<file path="src/rtl/spi_slave_pkg.sv">
// Shared types and constants for the SPI slave front-end.
package spi_slave_pkg;

    localparam int unsigned WORD_W    = 10;
    localparam int unsigned DATA_W    = 8;
    localparam int unsigned BIT_CNT_W = $clog2(WORD_W + 1);
    localparam int unsigned SER_CNT_W = $clog2(DATA_W + 1);

    localparam logic [1:0] OP_WR_ADDR = 2'b00;
    localparam logic [1:0] OP_WR_DATA = 2'b01;
    localparam logic [1:0] OP_RD_ADDR = 2'b10;
    localparam logic [1:0] OP_RD_DATA = 2'b11;

    typedef enum logic [2:0] {
        IDLE,
        CHK_CMD,
        WRITE,
        READ_ADD,
        READ_DATA
    } state_e;

    typedef struct packed {
        logic [1:0]        op;
        logic [WORD_W-3:0] payload;
    } cmd_word_t;

    // Opcode legality for the shift state that collected the word.
    function automatic logic opcode_ok(input state_e st, input logic [1:0] op);
        case (st)
            WRITE:     opcode_ok = (op == OP_WR_ADDR) || (op == OP_WR_DATA);
            READ_ADD:  opcode_ok = (op == OP_RD_ADDR);
            READ_DATA: opcode_ok = (op == OP_RD_DATA);
            default:   opcode_ok = 1'b0;
        endcase
    endfunction

endpackage

</file>
<file path="src/rtl/spi_slave_if.sv">
// Serial pins plus the command/read-data handshake toward the memory stage.
interface spi_slave_if;
    import spi_slave_pkg::*;

    logic              ss_n;
    logic              mosi;
    logic              miso;
    cmd_word_t         rx_data;
    logic              rx_valid;
    logic [DATA_W-1:0] tx_data;
    logic              tx_valid;
    logic              cmd_err;

    modport slave (
        input  ss_n, mosi, tx_data, tx_valid,
        output miso, rx_data, rx_valid, cmd_err
    );

    modport master (
        output ss_n, mosi, tx_data, tx_valid,
        input  miso, rx_data, rx_valid, cmd_err
    );
endinterface

</file>
<file path="src/rtl/spi_miso_serializer.sv">
// Loads one read-data byte per frame and shifts it onto MISO, MSB first.
module spi_miso_serializer
    import spi_slave_pkg::*;
(
    input  logic              clk,
    input  logic              rst_n,
    input  logic              abort,
    input  logic              load_req,
    input  logic [DATA_W-1:0] tx_data,
    output logic              miso
);
    logic [DATA_W-1:0]    sh;
    logic [SER_CNT_W-1:0] cnt;
    logic                 loaded;
    logic                 done;

    // loaded blocks reloads while tx_valid stays high; done parks miso at 0.
    always_ff @(posedge clk) begin
        if (!rst_n || abort) begin
            sh     <= '0;
            cnt    <= '0;
            loaded <= 1'b0;
            done   <= 1'b0;
            miso   <= 1'b0;
        end else if (load_req && !loaded) begin
            sh     <= {tx_data[DATA_W-2:0], 1'b0};
            cnt    <= SER_CNT_W'(1);
            loaded <= 1'b1;
            miso   <= tx_data[DATA_W-1];
        end else if (loaded && !done) begin
            if (cnt == SER_CNT_W'(DATA_W)) begin
                miso <= 1'b0;
                done <= 1'b1;
            end else begin
                miso <= sh[DATA_W-1];
                sh   <= {sh[DATA_W-2:0], 1'b0};
                cnt  <= cnt + SER_CNT_W'(1);
            end
        end
    end

endmodule

</file>
<file path="src/rtl/spi_slave_fsm.sv">
// SPI slave: deserialises 10-bit command words and returns read data on MISO.
// Optional opcode-bit-8 checking is enabled by defining SPI_SLAVE_CMD_CHECK_EN.
module spi_slave_fsm
    import spi_slave_pkg::*;
(
    input  logic       clk,
    input  logic       rst_n,
    spi_slave_if.slave bus
);
    state_e               state;
    logic [BIT_CNT_W-1:0] bit_cnt;
    logic [WORD_W-2:0]    shreg;
    logic                 rd_addr_flag;
    logic                 rd_armed;
    cmd_word_t            rx_data_q;
    logic                 rx_valid_q;
    logic                 ser_miso;
    cmd_word_t            word_c;
    logic                 last_bit_c;
    logic                 word_ok_c;
`ifdef SPI_SLAVE_CMD_CHECK_EN
    logic                 cmd_err_q;
`endif

    assign word_c     = cmd_word_t'({shreg, bus.mosi});
    assign last_bit_c = (bit_cnt == BIT_CNT_W'(WORD_W - 1));

`ifdef SPI_SLAVE_CMD_CHECK_EN
    assign word_ok_c   = opcode_ok(state, word_c.op);
    assign bus.cmd_err = cmd_err_q;
`else
    assign word_ok_c   = 1'b1;
    assign bus.cmd_err = 1'b0;
`endif

    assign bus.rx_data  = rx_data_q;
    assign bus.rx_valid = rx_valid_q;
    assign bus.miso     = ser_miso;

    // Frame sequencing, word assembly and read-address bookkeeping.
    always_ff @(posedge clk) begin
        if (!rst_n) begin
            state        <= IDLE;
            bit_cnt      <= '0;
            shreg        <= '0;
            rd_addr_flag <= 1'b0;
            rd_armed     <= 1'b0;
            rx_data_q    <= '0;
            rx_valid_q   <= 1'b0;
`ifdef SPI_SLAVE_CMD_CHECK_EN
            cmd_err_q    <= 1'b0;
`endif
        end else begin
            rx_valid_q <= 1'b0;
`ifdef SPI_SLAVE_CMD_CHECK_EN
            cmd_err_q  <= 1'b0;
`endif
            if (bus.ss_n) begin
                state    <= IDLE;
                bit_cnt  <= '0;
                rd_armed <= 1'b0;
            end else begin
                case (state)
                    IDLE: state <= CHK_CMD;
                    CHK_CMD: begin
                        shreg   <= {shreg[WORD_W-3:0], bus.mosi};
                        bit_cnt <= BIT_CNT_W'(1);
                        if (!bus.mosi)        state <= WRITE;
                        else if (rd_addr_flag) state <= READ_DATA;
                        else                  state <= READ_ADD;
                    end
                    WRITE, READ_ADD, READ_DATA: begin
                        if (bit_cnt != BIT_CNT_W'(WORD_W)) begin
                            shreg   <= {shreg[WORD_W-3:0], bus.mosi};
                            bit_cnt <= bit_cnt + BIT_CNT_W'(1);
                        end
                        if (last_bit_c && word_ok_c) begin
                            rx_data_q  <= word_c;
                            rx_valid_q <= 1'b1;
                            if (state == READ_ADD) rd_addr_flag <= 1'b1;
                            if (state == READ_DATA) begin
                                rd_addr_flag <= 1'b0;
                                rd_armed     <= 1'b1;
                            end
                        end
`ifdef SPI_SLAVE_CMD_CHECK_EN
                        if (last_bit_c && !word_ok_c) cmd_err_q <= 1'b1;
`endif
                    end
                    default: state <= IDLE;
                endcase
            end
        end
    end

    spi_miso_serializer u_ser (
        .clk      (clk),
        .rst_n    (rst_n),
        .abort    (bus.ss_n),
        .load_req (rd_armed && bus.tx_valid),
        .tx_data  (bus.tx_data),
        .miso     (ser_miso)
    );

endmodule

</file>
<file path="src/flat_wrapper.sv">
// flat-port wrapper written by rule: the top's interface ports become plain ports
module spi_slave_fsm_flat import spi_slave_pkg::*;
  (clk, rst_n, bus_ss_n, bus_mosi, bus_tx_data, bus_tx_valid, bus_miso, bus_rx_data, bus_rx_valid, bus_cmd_err);
  spi_slave_if bus_i ();
  input  logic clk;
  input  logic rst_n;
  input wire logic [$bits(bus_i.ss_n)-1:0] bus_ss_n;
  input wire logic [$bits(bus_i.mosi)-1:0] bus_mosi;
  input wire logic [$bits(bus_i.tx_data)-1:0] bus_tx_data;
  input wire logic [$bits(bus_i.tx_valid)-1:0] bus_tx_valid;
  output wire logic [$bits(bus_i.miso)-1:0] bus_miso;
  output wire logic [$bits(bus_i.rx_data)-1:0] bus_rx_data;
  output wire logic [$bits(bus_i.rx_valid)-1:0] bus_rx_valid;
  output wire logic [$bits(bus_i.cmd_err)-1:0] bus_cmd_err;
  assign bus_i.ss_n = bus_ss_n;
  assign bus_i.mosi = bus_mosi;
  assign bus_i.tx_data = bus_tx_data;
  assign bus_i.tx_valid = bus_tx_valid;
  assign bus_miso = bus_i.miso;
  assign bus_rx_data = bus_i.rx_data;
  assign bus_rx_valid = bus_i.rx_valid;
  assign bus_cmd_err = bus_i.cmd_err;
  spi_slave_fsm u_core (.clk(clk), .rst_n(rst_n), .bus(bus_i));
endmodule
</file>
<file path="config.mk">
export PLATFORM = sky130hd
export DESIGN_NAME = spi_slave_fsm_flat
export DESIGN_NICKNAME = d
export VERILOG_FILES = /design/src/rtl/spi_slave_pkg.sv /design/src/rtl/spi_slave_if.sv /design/src/rtl/spi_miso_serializer.sv /design/src/rtl/spi_slave_fsm.sv /design/src/flat_wrapper.sv
export SDC_FILE = /design/constraint.sdc
export NUM_CORES = 1
export LEC_CHECK = 0
export ABC_AREA = 1
export BUFFER_PORTS_ARGS = -buffer_cell sky130_fd_sc_hd__buf_2
export CAP_MARGIN = 20
export CORE_MARGIN = 2
export CORE_UTILIZATION = 30
export CTS_BUF_LIST = sky130_fd_sc_hd__clkbuf_16
export CTS_CLUSTER_SIZE = 20
export DETAILED_ROUTE_END_ITERATION = 6
export SLEW_MARGIN = 20
export SYNTH_ARGS = -nofsm -noshare
export SYNTH_HDL_FRONTEND = slang
export SYNTH_SLANG_ARGS = --single-unit
</file>
<file path="constraint.sdc">
create_clock -name clk -period 3.76 [get_ports clk]
set_input_delay 0.376 -clock clk [delete_from_list [all_inputs] [get_ports clk]]
set_output_delay 0.376 -clock clk [all_outputs]
set_load 0.01 [all_outputs]
</file>
==> out/qor.txt, run 1 <==
================================================================================
Outcome ........................................................... complete, no violations
Antenna diodes ....................................................            0
Combinational family with the most area after synthesis ........... simple AND/OR/NAND/NOR gates
Post-synthesis register bit count .................................           43
Clk buf depth .....................................................            2
Share of the cycle needed by the critical path after routing ......        48.6%
Number of setup violations in the final report ....................            0
Cells after synthesis .............................................          264
Max Fanout on Critical Path .......................................           11
Clock sink count ..................................................           43
Worst slew pin tran ...............................................     0.657 ns
Core area ......................................................... 0.00631 sq mm
Placed wire-length estimate .......................................      2.63 mm
Number of post-CTS setup repair buffers ...........................            0
Portion of total power attributed to sequential cells .............        49.5%
Adder-cell area share of the yosys netlist ........................        3.21%
Number of max-cap violations ......................................            0
Overall via count from detail_route ...............................         1660
Buffer cell driving the clock tree root ........................... sky130_fd_sc_hd__clkbuf_16
Class of the most critical hold timing path .......................       in2reg
Critical path capture point type ..................................     register
DIE AREA .......................................................... 0.00715 sq mm
Overall track demand over capacity in global routing ..............        10.6%
Routed wire length ................................................      3.69 mm
Mux contribution to synthesized area ..............................           0%
Vias per inst .....................................................         4.61
Netlist cell types ................................................           27
Startpoint types ..................................................     register
Worst vdd rail ir drop ............................................     0.265 mV
Largest area contributor in the synthesized netlist ............... sky130_fd_sc_hd__dfxtp_1
Final-layout fill cell count ......................................          680
Number of nets in the synthesized netlist .........................          282
Wire length of the first global-routing pass ......................      6.33 mm
Clock latency at the later pin of the worst-skew pair .............      0.28 ns
Register-to-Register Setup Slack ..................................      1.93 ns
Die extent in y ...................................................      84.6 um
Setup slack after placement .......................................      1.70 ns
Number of rows created at floorplan ...............................           29
Area fraction in compound gates after synthesis ...................        13.9%
Post-route DRC violation count ....................................            0
Combinational cell fraction of total power ........................         5.5%
Violation count after the first detailed-route iteration ..........          140
Synthesis-to-finish area growth ...................................        14.1%
Register area share after synthesis ...............................        44.2%
Internal power ....................................................     0.729 mW
Leakage power total ...............................................     0.882 nW
Clock tree from TritonCTS .........................................         done
Clock power frac ..................................................        44.9%
Fin util ..........................................................        35.2%
Critical path class ...............................................      reg2reg
Min Tclk post-route ...............................................      1.83 ns
Antenna Nets Post-Route ...........................................            0
Share of total power consumed by net switching ....................        23.3%
Arrival time of data at the critical path endpoint ................      2.06 ns
Reg clk slew, reported paths ......................................      0.06 ns
Number of hold-repair buffers added at the cts stage ..............            0
Final Skew ........................................................   0.00596 ns
Synthesized area divided by synthesized cell count ................   7.38 sq um
Effective utilization at floorplan ................................        30.9%
Biggest area contributors in the synthesized netlist .............. sky130_fd_sc_hd__dfxtp_1 44%, sky130_fd_sc_hd__nand3_1 9.5%, sky130_fd_sc_hd__nand2_1 9.4%
Number of placed I/O pins .........................................           26
Remaining global-route overflow ...................................            0
Fin worst setup slack .............................................      1.93 ns
Initial antenna violation count ...................................            0
Share of the synthesized netlist area taken by xor and xnor gates .           0%
Data required time of the critical path ...........................      3.99 ns
Headroom to the max-slew limit ....................................        56.0%
Port Buffer Count .................................................           24
Simple-gate portion of the synthesized area .......................        28.6%
Unrepaired setup endpoints after global routing ...................        false
Placer's final routability congestion estimate ....................        0.775
Maximum number of pins on one net before global-route repair ......           24
Total clock buffers created by CTS ................................            5
P_sw ..............................................................     0.221 mW
Final total power .................................................     0.950 mW
Post-synthesis instance area ...................................... 0.00195 sq mm
Most frequent cells in the layout ................................. 49 x sky130_fd_sc_hd__nand2_1, 43 x sky130_fd_sc_hd__dfxtp_1, 37 x sky130_fd_sc_hd__nand3_1
Area share of the largest cell type after synthesis ...............        44.2%
Most common cell after layout, fill and taps aside ................ sky130_fd_sc_hd__nand2_1
Maximum operating frequency .......................................    0.547 GHz
Power density of the placed cells .................................  427 mW/mm^2
Final routed wire length divided by cell count ....................      10.3 um
Die outline width .................................................      84.6 um
Count of TritonRoute iterations in the first routing pass .........            4
Fin nets ..........................................................          300
Number of warnings reported in the yosys synthesis log ............            0
Proportion of layout cells with a drive suffix above 1 ............        16.6%
Post-cts resize count .............................................            0
Vias in the first global route ....................................         1443
Setup TNS .........................................................         0 ns
Level count of the clock H-tree ...................................            2
Final hold violation count ........................................            0
Final-report max-slew violation count .............................            0
================================================================================
-- cells by family after synthesis --
kind of cell               after synthesis
buffers and inverters                   40
AOI/OAI and AO/OA                       49
DFF                                     43
and+or+nand+nor                        126
other                                    1
adders and majority gates                5
-- registers in the layout, summed over array words and instances, names as in the netlist --
register and flops:
u_core.u_ser.sh 7, u_core.bit_cnt 4, u_core.bus.rx_data 10, u_core.u_ser.cnt 4, u_core.u_ser.miso 1, u_core.bus.rx_valid 1
u_core.rd_armed 1, u_core.rd_addr_flag 1, u_core.u_ser.done 1, u_core.state 3, u_core.shreg 9, u_core.u_ser.loaded 1
-- final cells by class --
type	instances	area, sq um	share of cell area, %
repair buffers	24	120	5.40
well taps	77	96.3	4.33
flip-flops and latches	43	861	38.7
inverters	27	101	4.56
clock inverters	3	23.8	1.07
clock buffers	5	125	5.63
multi-input cells	181	896	40.3
-- cells in the mapped netlist (all sizes together) --
library cell	n
buf	10
nor3	3
ha	5
a21oi	38
inv	27
nand3	39
dfxtp	43
or2	2
nand2	53
clkbuf	3
o211ai	1
nor2	29
conb	1
o21ai	7
a31oi	2
o21a	1
-- metal layers --
| layer | global-route usage [%] | up-vias | routed length [um] |
|---|---|---|---|
| met3 | 1.87 | 4 | 123 |
| met1 | 14.5 | 738 | 1900 |
| met4 | 4.04 | 0 | 46 |
| li1 | - | 892 | - |
| met2 | 16.7 | 26 | 1620 |
| met5 | 0 | - | 0 |
-- path summary, 6_finish.rpt --
kind | from | to | depth (start not counted)
setup / recovery | u_core.bit_cnt[1]$_SDFFE_PP0P_ | u_core.rd_addr_flag$_SDFFE_PN0P_ | 8
hold / removal | bus_tx_data[0] | u_core.u_ser.sh[1]$_SDFFE_PP0P_ | 3
setup reg to reg | u_core.bit_cnt[1]$_SDFFE_PP0P_ | u_core.rd_addr_flag$_SDFFE_PN0P_ | 8
hold reg to reg | u_core.bus.rx_data[3]$_SDFFE_PN0P_ | u_core.bus.rx_data[3]$_SDFFE_PN0P_ | 2
-- metrics by stage --
step	cells	hold slack [ns]	instance area, sq um
floorplan	264	0.447	1950
CTS	360	0.351	2220
finish	360	0.353	2220
detailed placement	352	0.452	2070
global route	360	0.376	2220
global placement	352	0.448	2070
-- power groups by stage --
stage | Sequential [mW] | Clock (mW) | Combinational, mW
after floorplan | 0.479 | 0 | 0.0452
after global placement | 0.481 | 0 | 0.0519
after detailed placement | 0.481 | 0 | 0.0526
after CTS | 0.470 | 0.442 | 0.0528
after global routing | 0.471 | 0.461 | 0.0610
final | 0.471 | 0.427 | 0.0526
-- worst max-delay path, cell delays in order, from the launching register on --
cell                      delay (ns)
sky130_fd_sc_hd__dfxtp_1        0.34
sky130_fd_sc_hd__inv_1          0.08
sky130_fd_sc_hd__ha_1           0.14
sky130_fd_sc_hd__nand3_1        0.11
sky130_fd_sc_hd__nor2_1         0.53
sky130_fd_sc_hd__nand2_2        0.29
sky130_fd_sc_hd__nor2_2         0.16
sky130_fd_sc_hd__nand3_1        0.08
sky130_fd_sc_hd__nand2_1        0.06
Note: power is estimated with default switching activity, not from simulation.
==> run 2, diff against run 1 <==
==> constraint.sdc (replaced) <==
create_clock -name clk -period 1.9 [get_ports clk]
set_input_delay 0.19 -clock clk [delete_from_list [all_inputs] [get_ports clk]]
set_output_delay 0.19 -clock clk [all_outputs]
set_load 0.01 [all_outputs]
==> run 2 against run 1 <==
Effect of this change: critical path depth increased by 1; cell count increased by 0.83%; largest cell class unchanged; total power increased by 110%; count of clock-buffer cells in the layout unchanged; die area unchanged; maximum frequency increased by 21%; worst setup slack got worse by 1.5 ns; clock skew decreased by 0.0024 ns; first-iteration DRC count decreased by 10%; register-to-register slack got worse by 1.5 ns.
==> out/qor.txt, run 2 (synthesized netlist as in run 1, its figures left out) <==
==============================================================================
Internal power ..................................................      1.57 mW   +120%
Fin nets ........................................................          303   +1.0%
Class of the most critical hold timing path .....................       in2reg
Setup TNS .......................................................         0 ns   unchanged
P_sw ............................................................     0.415 mW   +88%
Post-cts resize count ...........................................            0   unchanged
Final Skew ......................................................   0.00360 ns   -0.00236 ns
Vias per inst ...................................................         4.60   -0.29%
Port Buffer Count ...............................................           24   unchanged
Wire length of the first global-routing pass ....................      6.67 mm   +5.3%
Critical path capture point type ................................     register
Overall via count from detail_route .............................         1669   +0.54%
Number of post-CTS setup repair buffers .........................            0   unchanged
Number of rows created at floorplan .............................           29   unchanged
Antenna Nets Post-Route .........................................            0   unchanged
Crit path cell chain ............................................ inv_1 -> ha_1 -> nand2_1 -> o21ai_4 -> inv_1 -> nand2_1 -> nand2_1 -> nand2_1 -> nor2_1
Core area ....................................................... 0.00631 sq mm   unchanged
Data required time of the critical path .........................      2.08 ns   -1.91 ns
Violation count after the first detailed-route iteration ........          126   -10%
Gate family responsible for the most delay along the worst path . simple AND/OR/NAND/NOR gates
Level count of the clock H-tree .................................            2   unchanged
Proportion of layout cells with a drive suffix above 1 ..........        17.1%   +0.53 points
Remaining global-route overflow .................................            0   unchanged
Final-layout fill cell count ....................................          668   -1.8%
Clock sink count ................................................           43   unchanged
Final-report max-slew violation count ...........................            0   unchanged
Startpoint types ................................................     register
Share of the cycle needed by the critical path after routing ....        79.7%   +31 points
Critical path class .............................................      reg2reg
Biggest cell delay along the critical path ......................      0.35 ns   -0.18 ns
Vias in the first global route ..................................         1553   +7.6%
Synthesis-to-finish area growth .................................        16.1%
Die outline width ...............................................      84.6 um   unchanged
Final hold violation count ......................................            0   unchanged
Number of max-cap violations ....................................            0   unchanged
Number of buffer and inverter stages on the critical path .......            2   +1
Most frequent cells in the layout ............................... 49 x sky130_fd_sc_hd__nand2_1, 43 x sky130_fd_sc_hd__dfxtp_1, 37 x sky130_fd_sc_hd__nand3_1
DIE AREA ........................................................ 0.00715 sq mm   unchanged
Die extent in y .................................................      84.6 um   unchanged
Power density of the placed cells ...............................  877 mW/mm^2   +110%
Fin util ........................................................        35.8%   +0.59 points
Placer's final routability congestion estimate ..................        0.799   +3.2%
Effective utilization at floorplan ..............................        30.9%   unchanged
Maximum number of pins on one net before global-route repair ....           24   unchanged
Cell repeated most along the worst path ......................... sky130_fd_sc_hd__nand2_1
Antenna diodes ..................................................            0   unchanged
Slowest stage cell, crit path ................................... sky130_fd_sc_hd__o21ai_4
Portion of total power attributed to sequential cells ...........        46.9%   -2.6 points
Max Fanout on Critical Path .....................................           16   +5
Clock power frac ................................................        47.6%   +2.7 points
Maximum operating frequency .....................................    0.661 GHz   +21%
Arrival time of data at the critical path endpoint ..............      1.69 ns   -0.37 ns
Reg clk slew, reported paths ....................................      0.06 ns   about the same
Most common cell after layout, fill and taps aside .............. sky130_fd_sc_hd__nand2_1
Worst vdd rail ir drop ..........................................     0.456 mV   +72%
Share of total power consumed by net switching ..................        20.9%   -2.3 points
Total clock buffers created by CTS ..............................            5   unchanged
Unrepaired setup endpoints after global routing .................        false
Placed wire-length estimate .....................................      2.61 mm   -0.42%
Overall track demand over capacity in global routing ............        11.1%   +0.45 points
Routed wire length ..............................................      3.67 mm   -0.60%
Hold slack final ................................................     0.165 ns   -0.188 ns
Combinational cell fraction of total power ......................         5.5%   about the same
Number of placed I/O pins .......................................           26   unchanged
Min Tclk post-route .............................................      1.51 ns   -0.316 ns
Count of TritonRoute iterations in the first routing pass .......            4   unchanged
Post-route DRC violation count ..................................            0   unchanged
Clock latency at the later pin of the worst-skew pair ...........      0.28 ns   about the same
Final routed wire length divided by cell count ..................      10.1 um   -1.4%
Outcome ......................................................... complete, no violations
Initial antenna violation count .................................            0   unchanged
Buffer cell driving the clock tree root ......................... sky130_fd_sc_hd__clkbuf_16
Number of hold-repair buffers added at the cts stage ............            0   unchanged
Number of setup violations in the final report ..................            0   unchanged
Flip-flop count of the largest register after layout ............           10   unchanged
Clk buf depth ...................................................            2   unchanged
Clock tree from TritonCTS .......................................         done
Leakage power total .............................................     0.912 nW   +3.3%
==============================================================================
## run 2: cell count changes in the layout (fill, tap and decap cells not counted)
cell                         change
sky130_fd_sc_hd__buf_4           +3
sky130_fd_sc_hd__bufinv_16       +1
sky130_fd_sc_hd__clkinv_1        +1
sky130_fd_sc_hd__clkinv_2        +1
sky130_fd_sc_hd__clkinvlp_4      -2
sky130_fd_sc_hd__inv_6           -1
## run 2: final cells by class
cell class	count	area (sq um)	share of cell area, %
Timing Repair Buffer	27	143	6.31
Inverter	27	101	4.48
Tap cell	77	96.3	4.26
Multi-Input combinational cell	181	896	39.6
Clock inverter	3	38.8	1.72
Clock buffer	5	125	5.53
Sequential cell	43	861	38.1
## run 2: per-stage QoR
step	instance area, sq um	cells	total power, mW	setup slack, ns
floorplan	1950	264	1.04	0.610
global placement	2100	355	1.06	0.459
detailed placement	2100	355	1.06	0.398
CTS	2260	363	2.01	0.379
global route	2260	363	2.06	0.257
finish	2260	363	1.98	0.386
## run 2: path summary, 6_finish.rpt
path | slack, ns | end | depth (start not counted) | startpoint
max | 0.39 | u_core.u_ser.cnt[3]$_SDFFE_PP0P_ | 9 | u_core.u_ser.cnt[0]$_SDFFE_PP0P_
min | 0.17 | u_core.u_ser.sh[1]$_SDFFE_PP0P_ | 3 | bus_tx_data[0]
max reg2reg | 0.39 | u_core.u_ser.cnt[3]$_SDFFE_PP0P_ | 9 | u_core.u_ser.cnt[0]$_SDFFE_PP0P_
min reg2reg | 0.45 | u_core.bus.rx_data[4]$_SDFFE_PN0P_ | 2 | u_core.bus.rx_data[4]$_SDFFE_PN0P_
## run 2: layer usage
layer	global-route usage, %	vias to the layer above	wire, um
met5	0	-	0
met4	4.33	0	68
met3	2.56	7	124
met2	18.0	26	1600
met1	14.2	740	1880
li1	-	896	-
## run 2: power by group through the flow
stage / Combinational, mW / Sequential (mW) / Clock, mW
5_1_grt: 0.125 / 0.933 / 1.00
6_report: 0.108 / 0.931 / 0.944
2_1_floorplan: 0.0894 / 0.947 / 0
3_3_place_gp: 0.107 / 0.950 / 0
3_5_place_dp: 0.109 / 0.950 / 0
4_1_cts: 0.109 / 0.930 / 0.975
## run 2: tightest hold or removal path, cell delays in order
cell	delay, ns
sky130_fd_sc_hd__buf_2	0.09
sky130_fd_sc_hd__nand2_1	0.05
sky130_fd_sc_hd__a21oi_1	0.06
